<file path="config.mk">
export PLATFORM = sky130hd
export DESIGN_NAME = up_exec_unit
export DESIGN_NICKNAME = d
export VERILOG_FILES = /design/src/rtl/up_exec_unit.sv
export SDC_FILE = /design/constraint.sdc
export NUM_CORES = 1
export LEC_CHECK = 0
export BUFFER_PORTS_ARGS = -buffer_cell sky130_fd_sc_hd__buf_2
export CORE_UTILIZATION = 45
export CTS_CLUSTER_DIAMETER = 60
export DETAILED_ROUTE_END_ITERATION = 12
export PLACE_DENSITY = 0.63
export SLEW_MARGIN = 0
export SYNTH_ARGS = -nofsm -noshare
export SYNTH_HDL_FRONTEND = slang
export SYNTH_SLANG_ARGS = --single-unit
</file>
<file path="constraint.sdc">
create_clock -name clk -period 4.4 [get_ports clk]
set_input_delay 0.22 -clock clk [delete_from_list [all_inputs] [get_ports clk]]
set_output_delay 0.22 -clock clk [all_outputs]
set_load 0.01 [all_outputs]
</file>
<file path="src/rtl/up_exec_unit.sv">
// Instruction execution unit: accepts 8-bit instructions, reads two register-block ports,
// runs the ALU and writes the result back while maintaining zero/carry flags.
module up_exec_unit #(
    parameter int DATA_W = 8
) (
    input  logic              clk,
    input  logic              nRst,
    input  logic              ins_valid_i,
    input  logic [7:0]        ins_data_i,
    output logic              ins_ready_o,
    output logic [1:0]        rf_sel_out_a_o,
    output logic [1:0]        rf_sel_out_b_o,
    input  logic [DATA_W-1:0] rf_data_a_i,
    input  logic [DATA_W-1:0] rf_data_b_i,
    output logic [1:0]        rf_sel_in_o,
    output logic [DATA_W-1:0] rf_data_in_o,
    output logic              rf_we_o,
    output logic              flag_z_o,
    output logic              flag_c_o,
    output logic              busy_o,
    output logic              err_o,
    output logic [1:0]        dbg_state_o
);

    // Handshake: a byte transfers on a rising edge where ins_valid_i and ins_ready_o are both high;
    // the producer holds ins_data_i stable until then.
    typedef enum logic [1:0] {S_IDLE = 2'd0, S_IMM = 2'd1, S_EXEC = 2'd2, S_WB = 2'd3} state_t;

    localparam logic [3:0] OP_NOP = 4'h0, OP_MOV = 4'h1, OP_ADD = 4'h2, OP_SUB = 4'h3,
                           OP_AND = 4'h4, OP_OR  = 4'h5, OP_XOR = 4'h6, OP_NOT = 4'h7,
                           OP_SHL = 4'h8, OP_SHR = 4'h9, OP_INC = 4'hA, OP_DEC = 4'hB,
                           OP_LDI = 4'hC, OP_CMP = 4'hD;
    localparam logic [DATA_W:0] ONE_W = 1;

    state_t            state_q, state_d;
    logic [7:0]        ir_q, ir_d;
    logic [DATA_W-1:0] imm_q, imm_d;
    logic [DATA_W-1:0] res_q, res_d;
    logic              z_q, z_d, c_q, c_d;
    logic [3:0]        op;
    logic              op_illegal, op_writes;
    logic [DATA_W:0]   wide;
    logic [DATA_W-1:0] alu_res;
    logic              alu_c, upd_z, upd_c;

    assign op         = ir_q[7:4];
    assign op_illegal = (op == 4'hE) || (op == 4'hF);
    assign op_writes  = !op_illegal && (op != OP_NOP) && (op != OP_CMP);

    always_ff @(posedge clk or negedge nRst) begin
        if (!nRst) state_q <= S_IDLE;
        else       state_q <= state_d;
    end

    always_comb begin
        state_d = state_q;
        case (state_q)
            S_IDLE: if (ins_valid_i) state_d = (ins_data_i[7:4] == OP_LDI) ? S_IMM : S_EXEC;
            S_IMM:  if (ins_valid_i) state_d = S_EXEC;
            S_EXEC: state_d = S_WB;
            default: state_d = S_IDLE;
        endcase
    end

    always_comb begin
        ins_ready_o = (state_q == S_IDLE) || (state_q == S_IMM);
        busy_o      = (state_q != S_IDLE);
        rf_we_o     = (state_q == S_WB) && op_writes;
        err_o       = (state_q == S_WB) && op_illegal;
        dbg_state_o = state_q;
    end

    assign rf_sel_out_a_o = ir_q[3:2];
    assign rf_sel_out_b_o = ir_q[1:0];
    assign rf_sel_in_o    = ir_q[3:2];
    assign rf_data_in_o   = res_q;
    assign flag_z_o       = z_q;
    assign flag_c_o       = c_q;

    // Carry and borrow both fall out of bit DATA_W of a one-bit-wider add/subtract.
    always_comb begin
        wide    = '0;
        alu_res = res_q;
        alu_c   = c_q;
        upd_z   = 1'b1;
        upd_c   = 1'b0;
        case (op)
            OP_MOV: alu_res = rf_data_b_i;
            OP_ADD: begin wide = {1'b0, rf_data_a_i} + {1'b0, rf_data_b_i}; upd_c = 1'b1; end
            OP_SUB, OP_CMP: begin wide = {1'b0, rf_data_a_i} - {1'b0, rf_data_b_i}; upd_c = 1'b1; end
            OP_AND: alu_res = rf_data_a_i & rf_data_b_i;
            OP_OR:  alu_res = rf_data_a_i | rf_data_b_i;
            OP_XOR: alu_res = rf_data_a_i ^ rf_data_b_i;
            OP_NOT: alu_res = ~rf_data_b_i;
            OP_SHL: begin alu_res = {rf_data_a_i[DATA_W-2:0], 1'b0}; alu_c = rf_data_a_i[DATA_W-1]; upd_c = 1'b1; end
            OP_SHR: begin alu_res = {1'b0, rf_data_a_i[DATA_W-1:1]}; alu_c = rf_data_a_i[0]; upd_c = 1'b1; end
            OP_INC: begin wide = {1'b0, rf_data_a_i} + ONE_W; upd_c = 1'b1; end
            OP_DEC: begin wide = {1'b0, rf_data_a_i} - ONE_W; upd_c = 1'b1; end
            OP_LDI: alu_res = imm_q;
            default: upd_z = 1'b0;
        endcase
        if (op == OP_ADD || op == OP_SUB || op == OP_CMP || op == OP_INC || op == OP_DEC) begin
            alu_res = wide[DATA_W-1:0];
            alu_c   = wide[DATA_W];
        end
    end

    always_comb begin
        ir_d  = ir_q;
        imm_d = imm_q;
        res_d = res_q;
        z_d   = z_q;
        c_d   = c_q;
        if (state_q == S_IDLE && ins_valid_i) ir_d = ins_data_i;
        if (state_q == S_IMM && ins_valid_i) imm_d = DATA_W'(ins_data_i);
        if (state_q == S_EXEC) begin
            res_d = alu_res;
            if (upd_z) z_d = (alu_res == '0);
            if (upd_c) c_d = alu_c;
        end
    end

    always_ff @(posedge clk or negedge nRst) begin
        if (!nRst) begin
            ir_q  <= '0;
            imm_q <= '0;
            res_q <= '0;
            z_q   <= 1'b0;
            c_q   <= 1'b0;
        end else begin
            ir_q  <= ir_d;
            imm_q <= imm_d;
            res_q <= res_d;
            z_q   <= z_d;
            c_q   <= c_d;
        end
    end

endmodule

</file>
* Word-level counts from Yosys, hierarchy flattened
Cells that the tools add are included.
Cells by class: add/sub/neg operators 4, equal/unequal tests 22, muxes and demuxes 11, bitwise logic cells 4, reduce and logical (&&, ||, !) cells 24
Operators by type and width (count):
- $pmux 8 s8 | 1
- $eq 4x4->1 const B | 9
- $pmux 9 s4 | 1
- $eq 4x3->1 const B | 4
- $reduce_or 13->1 | 1
- $add 8x1->9 const B | 1
- $add 8x8->9 | 1
- $sub 8x1->9 const B | 1
- $sub 8x8->9 | 1
- $and 8x8->8 | 1
- $eq 4x2->1 const B | 2
- $logic_not 8->1 | 1
- $mux 8 | 1
- $not 8->8 | 1
- $or 8x8->8 | 1
- $xor 8x8->8 | 1
- $reduce_or 7->1 | 1
- $logic_and 1x1->1 | 6
- $logic_or 1x1->1 | 6
- $mux 2 | 3
- $pmux 2 s3 | 1
- $eq 2x2->1 const B | 2
- $eq 4x1->1 const B | 1
- $ne 2x2->1 const B | 2
- 12 further kinds | 15
Word-level totals: bits in registers 28, input bits 27, output and inout bits 22

* Logic depth before layout (Yosys ltp)
Gate-level depths: netlist (run 1).
depth in word-level cells 7, mapped depth 17, mapped depth without buffers 16

* Least setup slack after synthesis (run 1)
No wires, ideal clock.
kind flip-flop to flip-flop, start register ir_q[6], end register z_q (netlist: flag_z_o), library setup time 0.076 ns, arrival 2.987 ns, required time 4.324 ns, slack 1.336 ns, stages on the path, launching flop included 16, buffers on the path 3, cell sequence dfrtp_1 > buf_4 > buf_4 > or3_1 > clkbuf_1 > o31ai_1 > nand2_1 > nand3_1 > inv_1 > ha_1 > nor2b_1 > o21ai_0 > or3b_2 > a311oi_1 > nand3_1 > o21ai_1
On the way: cells in the longest elaborated chain, start to end 7
Ends and longest elaborated chain:
- start: declaration | line 36 | logic [7:0] ir_q, ir_d;
- start signal: assignment | line 131 | ir_q <= ir_d;
- parallel branches: the longest is 7 deep, another holds $pmux 9 s4
- end signal: assignment | line 134 | z_q <= z_d;
- end: declaration | line 39 | logic z_q, z_d, c_q, c_d;
Parallel ways; which one is timed is not known. A chain may end at the register's enable or synchronous reset.

* Final worst setup path (run 1)
start register ir_q[4], end register c_q (netlist: flag_c_o)
On the way: cells in the longest elaborated chain, start to end 7
Ends and longest elaborated chain:
- $eq 4x2->1 | line 87, 102
- $logic_or 1x1->1 (4 in a row) | line 102 | if (op == OP_ADD || op == OP_SUB || op == OP_CMP || op == OP_INC || op == OP_DEC) begin
- $reduce_bool 3->1 (no source line)
- $reduce_and 3->1 (no source line)
- end signal: assignment | line 129 | c_q <= 1'b0;
- end signal: assignment | line 135 | c_q <= c_d;
- end: declaration | line 39
Parallel ways exist; a longest one is shown, timed or not.

==> results of run 1 <==
==> repair_timing <==
| item | 4_1_cts | 5_1_grt |
|---|---|---|
| hold buffers | 1 | 0 |
| resized for setup | 0 | 0 |
| hold endpoints to repair | 28 | 0 |
==> flip-flops by register name, indices dropped and copies added, names as in the netlist <==
register,count
flag_c_o,1
dbg_state_o,2
ir_q,8
flag_z_o,1
rf_data_in_o,8
imm_q,8
==> per-layer routing <==
metal / wire (um) / vias up / GRT usage, %
met3: 579 / 27 / 1.768
met2: 4783 / 150 / 42.11
li1: - / 1685 / -
met5: 0 / - / 0
met1: 4793 / 1623 / 35.44
met4: 299 / 0 / 9.274
==> cells by family (layout without fill, tap and decap cells) <==
group	after synthesis	in the layout	synth area share [%]
and+or+nand+nor	143	143	20.81
DFF	28	28	19.89
adders and majority gates	31	31	11.22
xor gates and xnor gates	5	5	1.243
buffers and inverters	66	88	10.40
muxes	23	23	7.173
AOI/OAI and AO/OA	153	153	29.26
==> per-stage QoR <==
step | cell area (um2) | power [W]
finish | 3744 | 0.002926
detailed placement | 3679 | 0.002720
floorplan | 3523 | 0.002252
global placement | 3679 | 0.002710
global route | 3744 | 0.003165
CTS | 3744 | 0.002891
==> final timing paths <==
kind / from / depth (start not counted) / endpoint / slack (ns)
worst max register to register: ir_q[4] / 14 / flag_c_o / 0.82
max in group asynchronous: nRst / 2 / imm_q[5] / 3.50
worst min register to register: flag_z_o / 2 / flag_z_o / 0.51
min in group asynchronous: nRst / 2 / dbg_state_o[1] / 0.50
worst min-delay path: ins_data_i[3] / 2 / imm_q[3] / 0.19
worst max-delay path: ir_q[4] / 14 / flag_c_o / 0.82
==> power by group <==
group | internal [W] | switching [W]
combinational | 0.000875 | 0.00134
clock | 0.0000801 | 0.0000772
sequential | 0.000388 | 0.000168
==> final cells by class <==
| cell class | count | area (um2) | share of cell area (%) |
|---|---|---|---|
| multi-input combinational | 355 | 2456 | 65.61 |
| sequential | 28 | 700.7 | 18.72 |
| timing repair buffer | 56 | 302.8 | 8.088 |
| tap | 99 | 123.9 | 3.309 |
| inverter | 28 | 105.1 | 2.807 |
| clock buffer | 4 | 55.05 | 1.471 |
==> worst max-delay path, stage by stage (launching register included) <==
cell and delay (ns):
sky130_fd_sc_hd__dfrtp_1 0.61, sky130_fd_sc_hd__buf_4 0.31, sky130_fd_sc_hd__nand2_2 0.18, sky130_fd_sc_hd__nor2_1 0.12, sky130_fd_sc_hd__a22oi_1 0.26, sky130_fd_sc_hd__o22ai_1 0.10, sky130_fd_sc_hd__a2111oi_0 0.44, sky130_fd_sc_hd__ha_1 0.37
sky130_fd_sc_hd__o21a_1 0.18, sky130_fd_sc_hd__o31ai_1 0.08, sky130_fd_sc_hd__a21oi_1 0.15, sky130_fd_sc_hd__a31oi_1 0.21, sky130_fd_sc_hd__xor2_1 0.16, sky130_fd_sc_hd__nand2_1 0.10, sky130_fd_sc_hd__a31oi_1 0.23
==> placed cells by master (no fill, tap or decap), types with 5 or more instances in the layout <==
master,instances
sky130_fd_sc_hd__nor2_1,48
sky130_fd_sc_hd__o21ai_0,15
sky130_fd_sc_hd__mux2i_1,5
sky130_fd_sc_hd__o21ai_1,8
sky130_fd_sc_hd__and2_1,7
sky130_fd_sc_hd__and3_1,5
sky130_fd_sc_hd__a32oi_1,6
sky130_fd_sc_hd__nand2b_1,10
sky130_fd_sc_hd__ha_1,30
sky130_fd_sc_hd__nor3_1,9
sky130_fd_sc_hd__dfrtp_1,28
sky130_fd_sc_hd__mux2_2,18
sky130_fd_sc_hd__nand2_1,31
sky130_fd_sc_hd__nand3_1,6
sky130_fd_sc_hd__buf_4,7
sky130_fd_sc_hd__o31ai_1,9
sky130_fd_sc_hd__o22ai_1,13
sky130_fd_sc_hd__inv_1,26
sky130_fd_sc_hd__a22oi_1,7
sky130_fd_sc_hd__a31oi_1,9
sky130_fd_sc_hd__a21oi_1,42
sky130_fd_sc_hd__buf_2,48
sky130_fd_sc_hd__nor2b_1,5
==> out/results.env, run 1 <==
PORT-BUFFER-COUNT=48
FINAL-MAX-SLEW-VIOLATION-COUNT=0
GRT_MAX_DEGREE=47
ANTENNA_FOUND_INITIAL=0
SYNTHDOMINANTAREACELLTYPE='sky130_fd_sc_hd__dfrtp_1'
DRT_ITER0_DRC=304
CTS_ROOT_BUF='sky130_fd_sc_hd__clkbuf_8'
PERIOD_SHARE_PCT=81.43
FIRST_GLOBAL_VIAS=3376
TIMING_WORST_SETUP_PATH_TYPE='reg2reg'
VIA_COUNT=3485
DIE_AREA_UM2=8188
TOTAL_NETS_AFTER_SYNTHESIS=507
FINCLKSKEW_NS=0.003869
GRT-OVFL-TOTAL=0
SYNTHFLOPTYPE='sky130_fd_sc_hd__dfrtp_1'
GRT_PASS1_WL_MM=17.13
CTS_HTREE_LEVELS=1
PRE_CTS_WS_NS=0.9288
MAXIMUM_CLOCK_RATE_MHz=279.1
GRT_SETUP_UNREPAIRED='no'
COREAREA_UM2=7408
REPORT.FINAL.HOLD_VIOL_COUNT=0
FILLER_CELL_COUNT=750
TRITONCTS.NUM_BUFFERS=3
MOST_USED_STANDARD_CELL_BY_INSTANCE_COUNT_AFTER_SYNTHESIS='sky130_fd_sc_hd__nor2_1'
SYNTH_CELL_TYPE_COUNT=74
TIMING.CRITICAL_PATH.TO_TYPE='register'
RELSLEWSLACK_PCT=37.70
GPL.FINAL_WEIGHTED_CONGESTION=0.8978
FIN_WORST_HOLD_SLACK_NS=0.1879
TIMING.FINAL.WS_SETUP_NS=0.8170
POSTSYNTH.ASYNCRESETSHARE_PCT=100.0
CRITICAL_PATH.MAX_FANOUT=19
FINALSETUPTNS_NS=0
ANTENNA_VIOLATING_NETS_POST_ROUTE=0
HPWL_AFTER_DPL_MM=7.845
DRT_DRC_VIOLATIONS_LEFT=0
FLOORPLAN.INITIALDENSITY_PCT=47.56
DESIGN.PORTCOUNT=49
SYNTH-EDFF-COUNT=0
PLACED_CELLS=565
SYNTH.YOSYS.SEQ_AREA_SHARE_PCT=19.89
SYNTH.CELLS.MOST_FREQUENT='sky130_fd_sc_hd__nor2_1, sky130_fd_sc_hd__a21oi_1, sky130_fd_sc_hd__nand2_1'
SYNTH.YOSYS.WARNINGS=0
DIODES=0
POWER_DENSITY_nW_PER_UM2=781.6
DIE_WIDTH_UM=90.49
ARRIVAL_NS=3.77
DETAIL_ROUTE.FIRST_PASS.ITERATIONS=6
STDCELL_COUNT=570
PLACEMENT_ROWS=31
AREA.GROWTH.SYNTH_TO_FINAL_PCT=6.250
NUMBER_OF_INSTANCES_IN_THE_SYNTHESIZED_NETLIST=449
POST_ROUTE_CELLS_DRIVE_ABOVE_1_SHARE_PCT=21.66
SYN_AVG_CELL_AREA_UM2=7.847
FINAL_CORE_UTILIZATION_PCT=50.53
WORST_HOLD_PATH_TYPE='in2reg'
VDD_IR_DROP_MAX_V=0.0004738
TRACK_USAGE_PCT=25.72
FIN_CRIT_NS=3.583
FINAL_NET_COUNT=530
DIE_HEIGHT_UM=90.49
STARTPOINT_TYPE='register'
MAXCAP_VIOLATIONS=0
CLKTRANSATPATHREGS_NS=0.09
POST-SYNTH-TOP-AREA-FRACTION_PCT=19.89
POST_DRT_VIA_CELL_RATIO=6.114
ROUTE.FINAL.WIRE_LENGTH_MM=10.46
TOTAL_LEAKAGE_POWER_nW=1.638
POSTCTSSETUPREPAIRBUFS=0
WL_PER_CELL_UM=18.34
CLOCK_INSERTION_DELAY_WORST_SKEW_NS=0.27
STATUS='finished clean'
POST_SYNTH_INSTANCE_AREA_UM2=3523
FINAL-SETUP-VIOL-COUNT=0
TRITONCTS='done'
SYNTH-SEQ-CELLS=28
WORST-SLEW-PIN-TRANSITION_NS=0.9345
WORST_EP_REQUIRED_TIME_NS=4.59
CTS-ROOT-TO-SINK-BUFFERS=2
SYNTH_TOP_CELLS_BY_AREA='sky130_fd_sc_hd__dfrtp_1, sky130_fd_sc_hd__ha_1, sky130_fd_sc_hd__a21oi_1, sky130_fd_sc_hd__mux2_2, sky130_fd_sc_hd__nor2_1'
CTS.SINKS=28
Note: power is estimated with default switching activity, not from simulation.
==> run 2, diff against run 1 <==
- clock period: 4.4 -> 3.7 ns (I/O delays scaled with it)
==> run 2 against run 1 <==
First-iteration DRC count fell by 7.2%. Die area did not move. Sequential power rose by 15%. Global-route usage rose by 1.4 points. Critical path type unchanged. Total power rose by 24%. Register-to-register slack got worse by 0.41 ns. Cell area rose by 2.1%. Via count rose by 4.0%. Final cell count rose by 1.6%. Count of clock-buffer cells in the layout did not move. Sequential share of layout area fell by 0.39 points. Combinational power rose by 26%.
==> out/results.env, run 2 (same netlist as run 1, synthesis figures left out) <==
STATUS='finished clean'
CTS-ROOT-TO-SINK-BUFFERS=2  # unchanged
DIE_HEIGHT_UM=90.49  # unchanged
R2R_SLACK_NS=0.41  # -0.41 ns
AREA.GROWTH.SYNTH_TO_FINAL_PCT=8.523
GRT_PASS1_WL_MM=17.95  # +4.8%
P_COMB_SHARE_PCT=77.0  # +1.4 points
ROUTE.FINAL.WIRE_LENGTH_MM=11.11  # +6.3%
TRITONCTS.NUM_BUFFERS=3  # unchanged
CRITICAL_PATH.MAX_FANOUT=14  # -5
REGISTER_AREA_UM2=700.7  # unchanged
DRT_DRC_VIOLATIONS_LEFT=0  # unchanged
PLACEDINSTANCEAREA_UM2=3759  # +2.2%
GRT_MAX_DEGREE=40  # -15%
CPMOSTUSEDCELL='sky130_fd_sc_hd__nand3_1'
MAXCAP_VIOLATIONS=0  # unchanged
GRT-OVFL-TOTAL=0  # unchanged
POWER_DENSITY_nW_PER_UM2=945.5  # +21%
POST_DRT_VIA_CELL_RATIO=6.263  # +2.4%
STDCELL_COUNT=579  # +1.6%
CLOCK_INSERTION_DELAY_WORST_SKEW_NS=0.28  # about the same
CTS_ROOT_BUF='sky130_fd_sc_hd__clkbuf_8'
FINALSETUPTNS_NS=0  # unchanged
DESIGN.PORTCOUNT=49  # unchanged
ARRIVAL_NS=3.50  # -0.27 ns
MOST_USED_CELLS_IN_THE_LAYOUT_EXCLUDING_FILL_AND_TAP_CELLS='sky130_fd_sc_hd__nor2_1, sky130_fd_sc_hd__buf_2, sky130_fd_sc_hd__a21oi_1'
CP_PEAK_STAGE_DELAY_NS=0.69  # +0.08 ns
PLACED_CELLS=574  # +1.6%
FINCLKSKEW_NS=0.004426  # +0.0005574 ns
VDD_IR_DROP_MAX_V=0.0004504  # -4.9%
WL_PER_CELL_UM=19.19  # +4.6%
FLOORPLAN.INITIALDENSITY_PCT=47.56  # unchanged
TIMING_WORST_SETUP_PATH_TYPE='reg2reg'
FINAL_AREA_UM2=3824  # +2.1%
FIN_CRIT_NS=3.292  # -0.2914 ns
CLKTRANSATPATHREGS_NS=0.10  # about the same
DIE_AREA_UM2=8188  # unchanged
FIN_WORST_HOLD_SLACK_NS=0.1434  # -0.04444 ns
TOTAL_LEAKAGE_POWER_nW=1.686  # +3.0%
WORST-SLEW-PIN-TRANSITION_NS=0.6522  # -0.2823 ns
WORST_EP_REQUIRED_TIME_NS=3.91  # -0.68 ns
FINAL_NET_COUNT=539  # +1.7%
DETAIL_ROUTE.FIRST_PASS.ITERATIONS=5  # -1
POWER.SHARE.CLOCK_PCT=5.4  # about the same
TIMING.CRITICAL_PATH.TO_TYPE='register'
SWITCHING_POWER_W=0.001944  # +23%
SEQ_POWER_SHARE_PCT=17.6  # -1.4 points
PORT-BUFFER-COUNT=48  # unchanged
COREAREA_UM2=7408  # unchanged
FINAL-MAX-SLEW-VIOLATION-COUNT=0  # unchanged
CTS.SINKS=28  # unchanged
AREA_USED_BY_MULTI_INPUT_COMBINATIONAL_LOGIC_UM2=2456  # unchanged
TRACK_USAGE_PCT=27.11  # +1.4 points
CRITICAL_PATH.SLOWEST_CELL='sky130_fd_sc_hd__dfrtp_1'
MAXIMUM_CLOCK_RATE_MHz=303.8  # +8.9%
DIE_WIDTH_UM=90.49  # unchanged
POST_ROUTE_CELLS_DRIVE_ABOVE_1_SHARE_PCT=23.13  # +1.5 points
DRT_ITER0_DRC=282  # -7.2%
WORST_HOLD_PATH_TYPE='in2reg'
FIRST_GLOBAL_VIAS=3435  # +1.7%
GRT_SETUP_UNREPAIRED='no'
FINAL-SETUP-VIOL-COUNT=0  # unchanged
INTERNAL-POWER_W=0.001672  # +24%
VIA_COUNT=3626  # +4.0%
ANTENNA_VIOLATING_NETS_POST_ROUTE=0  # unchanged
POWER.SHARE.SWITCHING_PCT=53.76  # -0.32 points
STARTPOINT_TYPE='register'
RELSLEWSLACK_PCT=56.52  # +19 points
HPWL_AFTER_DPL_MM=8.408  # +7.2%
CTS_HTREE_LEVELS=1  # unchanged
DIODES=0  # unchanged
PERIOD_SHARE_PCT=88.96  # +7.5 points
ANTENNA_FOUND_INITIAL=0  # unchanged
REPORT.FINAL.HOLD_VIOL_COUNT=0  # unchanged
TRITONCTS='done'
PATH_CELLS='nand2b_1, o31ai_1, nand2_1, nand3_1, inv_1, ha_1, nor2b_1, o21ai_0, or3b_2, a311oi_1, nand3_1, o21ai_1'
FILLER_CELL_COUNT=751  # +0.13%
GPL.FINAL_WEIGHTED_CONGESTION=0.9726  # +8.3%
PLACEMENT_ROWS=31  # unchanged
==> run 2: layout make-up <==
| type | count | share of cell area [%] |
|---|---|---|
| multi-input combinational | 355 | 64.23 |
| timing repair buffer | 65 | 10.01 |
| sequential | 28 | 18.32 |
| tap | 99 | 3.240 |
| clock buffer | 4 | 1.440 |
| inverter | 28 | 2.749 |
==> run 2: through the flow <==
stage	util, %	setup WS [ns]	power [W]
2_1_floorplan	-	0.6362	0.002678
3_3_place_gp	50.73	0.5152	0.003344
3_5_place_dp	50.73	0.4873	0.003354
4_1_cts	51.61	0.4751	0.003561
5_1_grt	51.61	0.2286	0.003881
6_report	51.61	0.4085	0.003615
==> run 2: critical path, delay by kind of cell, from the launching register on <==
family | cells | cell delay, ns
adder cells (fa/ha/maj) | 1 | 0.26
AND/OR/NAND/NOR | 6 | 1.25
AO/OA/AOI/OAI | 4 | 0.95
flip-flops | 1 | 0.69
buffers and inverters | 1 | 0.06
==> run 2: layer usage <==
metal / wire [um] / track usage [%]
met1: 5085 / 37.39
met2: 4999 / 43.31
met3: 656 / 2.694
met4: 368 / 10.75
met5: 0 / 0
==> run 2: worst paths after layout <==
kind,from,endpoint,cells after the start
worst max-delay path,ir_q[6],flag_z_o,12
worst min-delay path,ins_data_i[3],imm_q[3],2
worst max register to register,ir_q[6],flag_z_o,12
worst min register to register,imm_q[3],imm_q[3],1
max in group asynchronous,nRst,ir_q[5],2
min in group asynchronous,nRst,dbg_state_o[0],2
==> run 2: power by group through the flow <==
stage | sequential [W] | clock (W) | combinational (W)
finish | 0.000637 | 0.000194 | 0.00278
global route | 0.000658 | 0.000207 | 0.00302
CTS | 0.000631 | 0.000196 | 0.00273
detailed placement | 0.000636 | 0 | 0.00272
global placement | 0.000635 | 0 | 0.00271
floorplan | 0.000584 | 0 | 0.00209
==> run 2: timing repair <==
| action | CTS | global route |
|---|---|---|
| endpoints found under the hold margin | 28 | 0 |
| buffers inserted | 0 | 0 |
| hold buffers | 1 | 0 |
| gates resized for setup | 0 | 0 |
